[config.mk]
export PLATFORM = sky130hd
export DESIGN_NAME = dm_arbiter
export DESIGN_NICKNAME = d
export VERILOG_FILES = /design/src/rtl/dm_arbiter.sv
export SDC_FILE = /design/constraint.sdc
export NUM_CORES = 1
export LEC_CHECK = 0
export ABC_AREA = 0
export CORE_ASPECT_RATIO = 0.9
export CORE_MARGIN = 2
export CORE_UTILIZATION = 35
export DETAILED_ROUTE_END_ITERATION = 6
export PLACE_DENSITY = 0.69
export RECOVER_POWER = 100
export SLEW_MARGIN = 25
export SYNTH_ARGS = -nofsm -noshare
export SYNTH_HDL_FRONTEND = slang
export SYNTH_SLANG_ARGS = --single-unit
[constraint.sdc]
create_clock -name clk -period 1.9 [get_ports clk]
set_clock_uncertainty 0.2 [all_clocks]
set_input_delay 0.19 -clock clk [delete_from_list [all_inputs] [get_ports clk]]
set_output_delay 0.19 -clock clk [all_outputs]
set_load 0.03 [all_outputs]
[src/rtl/dm_arbiter.sv]
// dm_arbiter: two-port sequencer in front of the SISC data memory.
// m0 is the CPU load/store path, m1 the test/DMA loader. Each granted
// transaction is a single word; writes produce a one-cycle dm_we pulse
// whose falling edge commits the word, and completions return a
// one-cycle ack with read data held on the port afterwards.
module dm_arbiter #(
  parameter int unsigned AW        = 16,
  parameter int unsigned DW        = 32,
  parameter bit          FIXED_PRI = 1'b0
) (
  input  logic          clk,
  input  logic          rst_f,
  input  logic          m0_req,
  input  logic          m0_we,
  input  logic [AW-1:0] m0_addr,
  input  logic [DW-1:0] m0_wdata,
  output logic          m0_ack,
  output logic [DW-1:0] m0_rdata,
  input  logic          m1_req,
  input  logic          m1_we,
  input  logic [AW-1:0] m1_addr,
  input  logic [DW-1:0] m1_wdata,
  output logic          m1_ack,
  output logic [DW-1:0] m1_rdata,
  output logic [AW-1:0] dm_read_addr,
  output logic [AW-1:0] dm_write_addr,
  output logic [DW-1:0] dm_write_data,
  output logic          dm_we,
  input  logic [DW-1:0] dm_read_data
);

  typedef enum logic [2:0] {
    S_IDLE  = 3'd0,
    S_RD    = 3'd1,
    S_WR_HI = 3'd2,
    S_WR_LO = 3'd3,
    S_ACK   = 3'd4
  } state_t;

  state_t        state_q, state_d;
  logic          gnt_q, gnt_d;            // granted port: 0 = m0, 1 = m1
  logic          last_gnt_q, last_gnt_d;  // port granted most recently
  logic [AW-1:0] rd_addr_q, rd_addr_d;
  logic [AW-1:0] wr_addr_q, wr_addr_d;
  logic [DW-1:0] wr_data_q, wr_data_d;
  logic          dm_we_q, dm_we_d;
  logic          m0_ack_q, m0_ack_d;
  logic          m1_ack_q, m1_ack_d;
  logic [DW-1:0] m0_rdata_q, m0_rdata_d;
  logic [DW-1:0] m1_rdata_q, m1_rdata_d;

  logic          pick_m1_s;
  logic          sel_we_s;
  logic [AW-1:0] sel_addr_s;
  logic [DW-1:0] sel_wdata_s;

  // Arbitration: a lone requester wins; a tie goes to the port that was
  // not granted last, or always to m0 when fixed priority is selected.
  always_comb begin
    pick_m1_s = 1'b0;
    if (m0_req && m1_req) begin
      if (FIXED_PRI) begin
        pick_m1_s = 1'b0;
      end else begin
        pick_m1_s = ~last_gnt_q;
      end
    end else if (m1_req) begin
      pick_m1_s = 1'b1;
    end else begin
      pick_m1_s = 1'b0;
    end
  end

  // Mux the request fields of the winning port.
  always_comb begin
    sel_we_s    = 1'b0;
    sel_addr_s  = {AW{1'b0}};
    sel_wdata_s = {DW{1'b0}};
    if (pick_m1_s) begin
      sel_we_s    = m1_we;
      sel_addr_s  = m1_addr;
      sel_wdata_s = m1_wdata;
    end else begin
      sel_we_s    = m0_we;
      sel_addr_s  = m0_addr;
      sel_wdata_s = m0_wdata;
    end
  end

  // Sequencer next-state: request inputs are only looked at in IDLE, the
  // latched address/data registers double as the memory-side outputs.
  always_comb begin
    state_d    = state_q;
    gnt_d      = gnt_q;
    last_gnt_d = last_gnt_q;
    rd_addr_d  = rd_addr_q;
    wr_addr_d  = wr_addr_q;
    wr_data_d  = wr_data_q;
    dm_we_d    = 1'b0;
    m0_ack_d   = 1'b0;
    m1_ack_d   = 1'b0;
    m0_rdata_d = m0_rdata_q;
    m1_rdata_d = m1_rdata_q;
    case (state_q)
      S_IDLE: begin
        if (m0_req || m1_req) begin
          gnt_d      = pick_m1_s;
          last_gnt_d = pick_m1_s;
          if (sel_we_s) begin
            wr_addr_d = sel_addr_s;
            wr_data_d = sel_wdata_s;
            dm_we_d   = 1'b1;
            state_d   = S_WR_HI;
          end else begin
            rd_addr_d = sel_addr_s;
            state_d   = S_RD;
          end
        end else begin
          state_d = S_IDLE;
        end
      end
      S_RD: begin
        if (gnt_q) begin
          m1_rdata_d = dm_read_data;
          m1_ack_d   = 1'b1;
        end else begin
          m0_rdata_d = dm_read_data;
          m0_ack_d   = 1'b1;
        end
        state_d = S_ACK;
      end
      S_WR_HI: begin
        // dm_we drops at this edge; that falling edge commits the word.
        dm_we_d = 1'b0;
        state_d = S_WR_LO;
      end
      S_WR_LO: begin
        if (gnt_q) begin
          m1_ack_d = 1'b1;
        end else begin
          m0_ack_d = 1'b1;
        end
        state_d = S_ACK;
      end
      S_ACK: begin
        state_d = S_IDLE;
      end
      default: begin
        state_d = S_IDLE;
      end
    endcase
  end

  // State and output registers with synchronous active-low reset.
  always_ff @(posedge clk) begin
    if (!rst_f) begin
      state_q    <= S_IDLE;
      gnt_q      <= 1'b0;
      last_gnt_q <= 1'b1;
      rd_addr_q  <= {AW{1'b0}};
      wr_addr_q  <= {AW{1'b0}};
      wr_data_q  <= {DW{1'b0}};
      dm_we_q    <= 1'b0;
      m0_ack_q   <= 1'b0;
      m1_ack_q   <= 1'b0;
      m0_rdata_q <= {DW{1'b0}};
      m1_rdata_q <= {DW{1'b0}};
    end else begin
      state_q    <= state_d;
      gnt_q      <= gnt_d;
      last_gnt_q <= last_gnt_d;
      rd_addr_q  <= rd_addr_d;
      wr_addr_q  <= wr_addr_d;
      wr_data_q  <= wr_data_d;
      dm_we_q    <= dm_we_d;
      m0_ack_q   <= m0_ack_d;
      m1_ack_q   <= m1_ack_d;
      m0_rdata_q <= m0_rdata_d;
      m1_rdata_q <= m1_rdata_d;
    end
  end

  assign dm_read_addr  = rd_addr_q;
  assign dm_write_addr = wr_addr_q;
  assign dm_write_data = wr_data_q;
  assign dm_we         = dm_we_q;
  assign m0_ack        = m0_ack_q;
  assign m1_ack        = m1_ack_q;
  assign m0_rdata      = m0_rdata_q;
  assign m1_rdata      = m1_rdata_q;

endmodule
==> results by group, run 1 <==
Critical path
  • CP top delay family: buffers and inverters
  • Crit path depth: 1
  • Critical path class: register to output pin
  • CP peak stage delay: 0.73 ns
  • Crit start category: register
  • CP Max Fanout: 2
  • Buf+Inv Stages, Crit Path: 1
  • Worst Path Arrival: between 1 and 1.5 ns
  • Slowest cell on crit path: clkdlybuf4s50_1
  • Worst EP required: 1.51 ns
  • Crit. End Element: output pin
  • Crit path cell chain: clkdlybuf4s50_1
  • Reg2Reg Depth: 6

Detailed routing
  • Vias: 5,847
  • Routed WL: 18.8 mm
  • DR DRC count: 0
  • Post-DR vias/cell: 5.05
  • Routed WL per cell: 16.3 um
  • Drt pass-1 iters: 4
  • Drt first-iter violations: 278
  • ANT nets after route: 0

Synthesis
  • Synth area leaders: dfxtp_1 (47%), nand2_1 (10%), o221a_1 (9.3%), a21oi_1 (6.9%), nor3b_1 (6.2%)
  • Ys flop type: dfxtp_1
  • Post-synthesis mux area share: 0.00173
  • Synth area leader: dfxtp_1
  • Xor and xnor area share after synthesis: 0
  • Post-synthesis cell area: 0.00580 mm2
  • Compound-Gate Fraction of Synth Area: 0.263
  • Largest family of logic cells by synthesized area: compound AO/OA/AOI/OAI gates
  • Post-synth net total: 812
  • Post-Synth Adder-Cell Area: 0
  • #FFs+latches synth: 136
  • Post-synth ARST share: 0
  • Sequential element share of the synthesized area: 0.469
  • Post-synthesis simple-gate area fraction: 0.184
  • Top-count cell post-synth: nand2_1
  • Synth unique cells: 33
  • Post-Synthesis Cells: around 680
  • Post-synth top area share: 0.469
  • EDFF count, synth: 0
  • Mapped Avg Cell Area: 8.56 um2
  • YS warnings: 0
  • Top cells by count, synth: nand2_1 (161), dfxtp_1 (136), a21oi_1 (80), inv_1 (49)

Clock tree
  • TritonCTS sink count: 136
  • H-tree depth: 4
  • Clock Pin Slew Worst Setup and Hold Paths: around 0.06 ns
  • Clk_lat worst skew: 0.41 ns
  • CTS Buffer Depth: 2
  • CTS tree: built
  • CTS root buf: clkbuf_16
  • CTS buffer count: 17
  • Total setup buffers inserted after CTS: 0

Pwr
  • Tot Pwr: roughly 9.5 mW
  • Sw Share: 0.303
  • Cell Pwr Density: 1020 mW/mm2
  • Static Leak: around 3.5 nW
  • Pint: 6.66 mW
  • Switching pwr: 2.89 mW
  • Clock power share: 0.371
  • Comb power frac: 0.280
  • Peak VDD IR: 0.610 mV
  • Sequential Power Share: 0.349

Timing
  • Worst-Margin Slew: 0.530 ns
  • RSZ-0062 raised after global routing: no
  • PnR worst setup slack: 0.0436 ns
  • Setup Viol. Count Final: 0
  • Hold slack: 0.150 ns
  • Slew Viols, Final: 0
  • Setup TNS: 0 ns
  • Fmax: 539 MHz
  • Tcrit/Tclk final: 0.977
  • Max_slew headroom: 0.646
  • Fin crit period: ~1.9 ns
  • Fin. Hold Viols: 0

Cells and area
  • Antenna diodes: 0
  • Layout cells sized above 1: 0.0862
  • P&R area growth vs syn: 62.0%
  • Layout net count: 1,072
  • Fillcell total: between 1,500 and 2,000
  • Fin area: between 0.009 and 0.01 mm2

Place
  • RePlAce Congestion: 0.792
  • Setup WS pre-CTS: -0.197 ns
  • Post-DP Area: between 0.008 and 0.009 mm2
  • IO Port Bufs: approximately 260
  • Post-DP HPWL: between 10 and 15 mm

Hold path
  • HP Class: primary input to register
  • Hold path depth: 3

Die
  • IO Count: 265
  • Chip height: 126 um
  • Core area: 0.0162 mm2
  • Initial Util: 0.358
  • Row cnt: 44
  • Die Area: 0.0176 mm2
  • Die Wd: 140 um

Global route
  • Vias in the first global route: 5,830
  • All-layer global routing usage: 0.214
  • First-pass GRT wire length: 30.5 mm
  • Initial antenna violation count: 0
  • Gr ovfl total: 0
  • Largest net degree at the start of global routing: 50

Status
  • Status: complete, no violations

Flow run
  • Max-Cap Viols: 0
[routing by layer]
layer  track usage  wire length (um)  vias to the layer above
li1              -                 -                     2903
met1         0.254              7860                     2697
met2         0.364              9000                      231
met3        0.0882              1740                       16
met4        0.0500               221                        0
met5             0                 0                        -
[flip-flops by register name, summed over array words and instances (netlist names)]
register / cells
gnt_q: 1
dm_write_data: 32
m0_rdata: 32
m1_ack: 1
dm_we: 1
m1_rdata: 32
state_q: 3
dm_read_addr: 16
dm_write_addr: 16
m0_ack: 1
last_gnt_q: 1
[logic make-up (layout without fill, tap and decap cells)]
group	count (synthesis)	count (layout)
AO/OA/AOI/OAI	200	200
buffers and inverters	116	389
flip-flops	136	136
multiplexers	1	1
AND/OR/NAND/NOR	225	225
[cell type report]
type                    count  area [um2]  share of cell area
clock buffers              21         470              0.0501
clock inverters            11         170              0.0181
inverters                  50         188              0.0200
multi-input cells         426        2580               0.274
flip-flops and latches    136        2720               0.290
well taps                 207         259              0.0276
repair buffers            307        3010               0.320
[power by group through the flow]
| stage | clock, mW | sequential, mW | combinational (mW) |
|---|---|---|---|
| floorplan | 0 | 3.93 | 0.893 |
| global placement | 0 | 3.38 | 2.77 |
| detailed placement | 0 | 3.38 | 2.78 |
| CTS | 3.61 | 3.33 | 2.79 |
| global route | 3.75 | 3.37 | 2.86 |
| finish | 3.54 | 3.33 | 2.67 |
[layout by cell type (no fill, tap or decap), types with 3 or more instances in the layout]
cell type        instances
a21oi_1                 80
a311oi_1                13
a311oi_2                 3
a31oi_1                 48
buf_12                  10
buf_2                    3
buf_4                   23
bufinv_16                4
clkbuf_1                13
clkbuf_16               17
clkbuf_2                 3
clkbuf_8                 3
clkdlybuf4s50_1        251
clkinvlp_4               3
dfxtp_1                136
inv_1                   49
nand2_1                161
nor2_1                   3
nor2b_1                  3
nor3b_1                 48
o221a_1                 48
[final timing paths]
check	startpoint	to	slack [ns]
max	dm_read_addr[8]	dm_read_addr[8]	0.04
min	m1_we	dm_write_data[28]	0.15
max reg2reg	state_q[2]	dm_write_addr[10]	0.14
min reg2reg	m0_rdata[1]	m0_rdata[1]	0.25
[per-stage QoR]
| stage | instances | util |
|---|---|---|
| after CTS | 1158 | 0.590 |
| after detailed placement | 1125 | 0.550 |
| after global routing | 1158 | 0.581 |
| final | 1158 | 0.581 |
| after global placement | 1125 | 0.550 |
| after floorplan | 678 | - |
[what timing repair did]
item	in CTS	in global routing
endpoints found under the hold margin	1	0
hold buffers	1	0
cloned	0	0
endpoints found under the setup margin	1	10
resized for setup	1	10
Power figures use the tool's default switching activity.
==> run 2: changes to the inputs <==
--- a/config.mk
+++ b/config.mk
@@ -6,7 +6,6 @@
 export NUM_CORES = 1
 export LEC_CHECK = 0
 export ABC_AREA = 0
-export CORE_ASPECT_RATIO = 0.9
 export CORE_MARGIN = 2
 export CORE_UTILIZATION = 35
 export DETAILED_ROUTE_END_ITERATION = 6
==> results by group, run 2 (synthesized netlist as in run 1, its figures left out) <==
Status
  • Status: complete, no violations

Timing
  • Fin crit period: 1.86 ns (+0.00526 ns)
  • Tcrit/Tclk final: 0.980 (+0.00277)
  • PnR worst setup slack: 0.0384 ns (-0.00526 ns)
  • Worst-Margin Slew: 0.428 ns (-0.102 ns)
  • Max_slew headroom: 0.714 (+0.0680)
  • RSZ-0062 raised after global routing: no
  • Setup Viol. Count Final: 0 (unchanged)
  • Fin. Hold Viols: 0 (unchanged)
  • Fmax: 537 MHz (-0.28%)
  • Slew Viols, Final: 0 (unchanged)
  • Setup TNS: 0 ns (unchanged)

Die
  • Die Area: 0.0176 mm2 (about the same)
  • Row cnt: 47 (+6.8%)
  • Die Wd: 133 um (-5.0%)
  • Chip height: 133 um (+5.2%)
  • Initial Util: 0.354 (-0.00484)
  • Core area: 0.0164 mm2 (+1.4%)
  • IO Count: 265 (unchanged)

Global route
  • All-layer global routing usage: 0.212 (-0.00272)
  • Gr ovfl total: 0 (unchanged)
  • Vias in the first global route: 5,688 (-2.4%)
  • Initial antenna violation count: 0 (unchanged)
  • First-pass GRT wire length: 29.7 mm (-2.7%)
  • Largest net degree at the start of global routing: 63 (+26%)

Detailed routing
  • ANT nets after route: 0 (unchanged)
  • Drt pass-1 iters: 5 (+1)
  • Post-DR vias/cell: 5.02 (-0.67%)
  • Routed WL: 18.4 mm (-2.1%)
  • Drt first-iter violations: 214 (-23%)
  • Routed WL per cell: 15.8 um (-3.0%)
  • DR DRC count: 0 (unchanged)
  • Vias: 5,863 (+0.27%)

Cells and area
  • Commonest non-fill, non-tap cell in the layout: clkdlybuf4s50_1
  • Antenna diodes: 0 (unchanged)
  • Fillcell total: 1,505 (-0.20%)
  • P&R area growth vs syn: 61.8% (about the same)
  • Commonest cells after routing, fill and taps aside: clkdlybuf4s50_1 (250), nand2_1 (161), dfxtp_1 (136)
  • Layout net count: 1,070 (-0.19%)
  • Multi-input logic area: 0.00259 mm2 (+0.39%)
  • FF/Latch Area: 0.00272 mm2 (unchanged)
  • Layout cells sized above 1: 0.0790 (-0.00719)
  • Fin area: 0.00939 mm2 (about the same)

Pwr
  • Cell Pwr Density: 980 mW/mm2 (-3.6%)
  • Tot Pwr: 9.20 mW (-3.6%)
  • Peak VDD IR: 0.622 mV (+2.0%)
  • Switching pwr: 2.83 mW (-2.1%)
  • Static Leak: 3.43 nW (-0.74%)
  • Sequential Power Share: 0.363 (+0.014)
  • Comb power frac: 0.286 (+0.006)
  • Sw Share: 0.308 (+0.00488)
  • Clock power share: 0.350 (-0.021)
  • Pint: 6.37 mW (-4.3%)

Place
  • Post-DP HPWL: 13.3 mm (-1.7%)
  • RePlAce Congestion: 0.772 (-2.5%)
  • Post-DP Area: 0.00896 mm2 (+0.65%)
  • Setup WS pre-CTS: -0.218 ns (-0.0211 ns)
  • IO Port Bufs: 264 (unchanged)

Clock tree
  • Clk_lat worst skew: 0.42 ns (about the same)
  • H-tree depth: 4 (unchanged)
  • Clock Pin Slew Worst Setup and Hold Paths: 0.06 ns (about the same)
  • TritonCTS sink count: 136 (unchanged)
  • CTS Buffer Depth: 2 (unchanged)
  • CTS tree: built
  • CTS root buf: clkbuf_16
  • Total setup buffers inserted after CTS: 0 (unchanged)
  • CTS buffer count: 17 (unchanged)

Critical path
  • CP Max Fanout: 2 (unchanged)
  • CP top delay family: buffers and inverters
  • R2R Path Start: last_gnt_q
  • Worst EP required: 1.51 ns (about the same)
  • R2R Setup Slk: 0.13 ns (about the same)
  • Worst Path Arrival: 1.47 ns (about the same)
  • CP peak stage delay: 0.71 ns (-0.02 ns)
  • Buf+Inv Stages, Crit Path: 1 (unchanged)
  • Crit. End Element: output pin
  • Slowest cell on crit path: clkdlybuf4s50_1
  • Crit path cell chain: clkdlybuf4s50_1
  • Reg2Reg Depth: 6 (unchanged)
  • Critical path class: register to output pin
  • Crit start category: register
  • RR Endpoint: dm_write_addr[2]

Hold path
  • Hold endpoint: dm_we
  • Min-delay src: m1_we
  • HP Class: primary input to register
  • Hold path depth: 4 (+1)

Flow run
  • Max-Cap Viols: 0 (unchanged)
-- run 2: metal layers --
metal,part of all wire,global-route usage
met5,0,0
met4,0.019,0.0789
met3,0.096,0.0870
met2,0.47,0.351
met1,0.42,0.244
-- run 2: how the worst max path moves through the flow --
stage                      startpoint                end  slack [ns]  cells after the start
floorplan                  last_gnt_q   dm_write_addr[0]        0.16                      6
global placement               m0_req   dm_write_addr[3]       -0.16                      7
detailed placement             m0_req   dm_write_data[4]       -0.22                      7
CTS                  dm_write_addr[6]   dm_write_addr[6]       0.009                      1
global route        dm_write_data[12]  dm_write_data[12]       0.003                      1
finish              dm_write_data[18]  dm_write_data[18]        0.04                      1
-- run 2: power by group through the flow --
stage               logic [mW]  clock network (mW)  registers [mW]
global route              2.82                3.43            3.38
CTS                       2.76                3.28            3.34
detailed placement        2.76                   0            3.39
floorplan                0.893                   0            3.93
finish                    2.64                3.22            3.34
global placement          2.74                   0            3.39
-- run 2: timing repair --
| item | CTS | global route |
|---|---|---|
| hold buffers | 1 | 0 |
| endpoints found under the hold margin | 4 | 0 |
| gates resized for setup | 1 | 11 |
| endpoints found under the setup margin | 1 | 11 |
-- run 2: area by class of cell --
cell class / count / area share
timing repair buffer: 305 / 0.323
sequential: 136 / 0.290
multi-input combinational: 426 / 0.276
clock buffer: 25 / 0.0517
tap: 220 / 0.0293
inverter: 50 / 0.0200
clock inverter: 7 / 0.00986
-- run 2: per-stage QoR --
stage	util	cells	hold slack, ns
after CTS	0.582	1169	0.0458
after global routing	0.572	1169	0.132
after global placement	0.546	1136	0.241
final	0.572	1169	0.0936
after detailed placement	0.546	1136	0.245
after floorplan	-	678	0.126
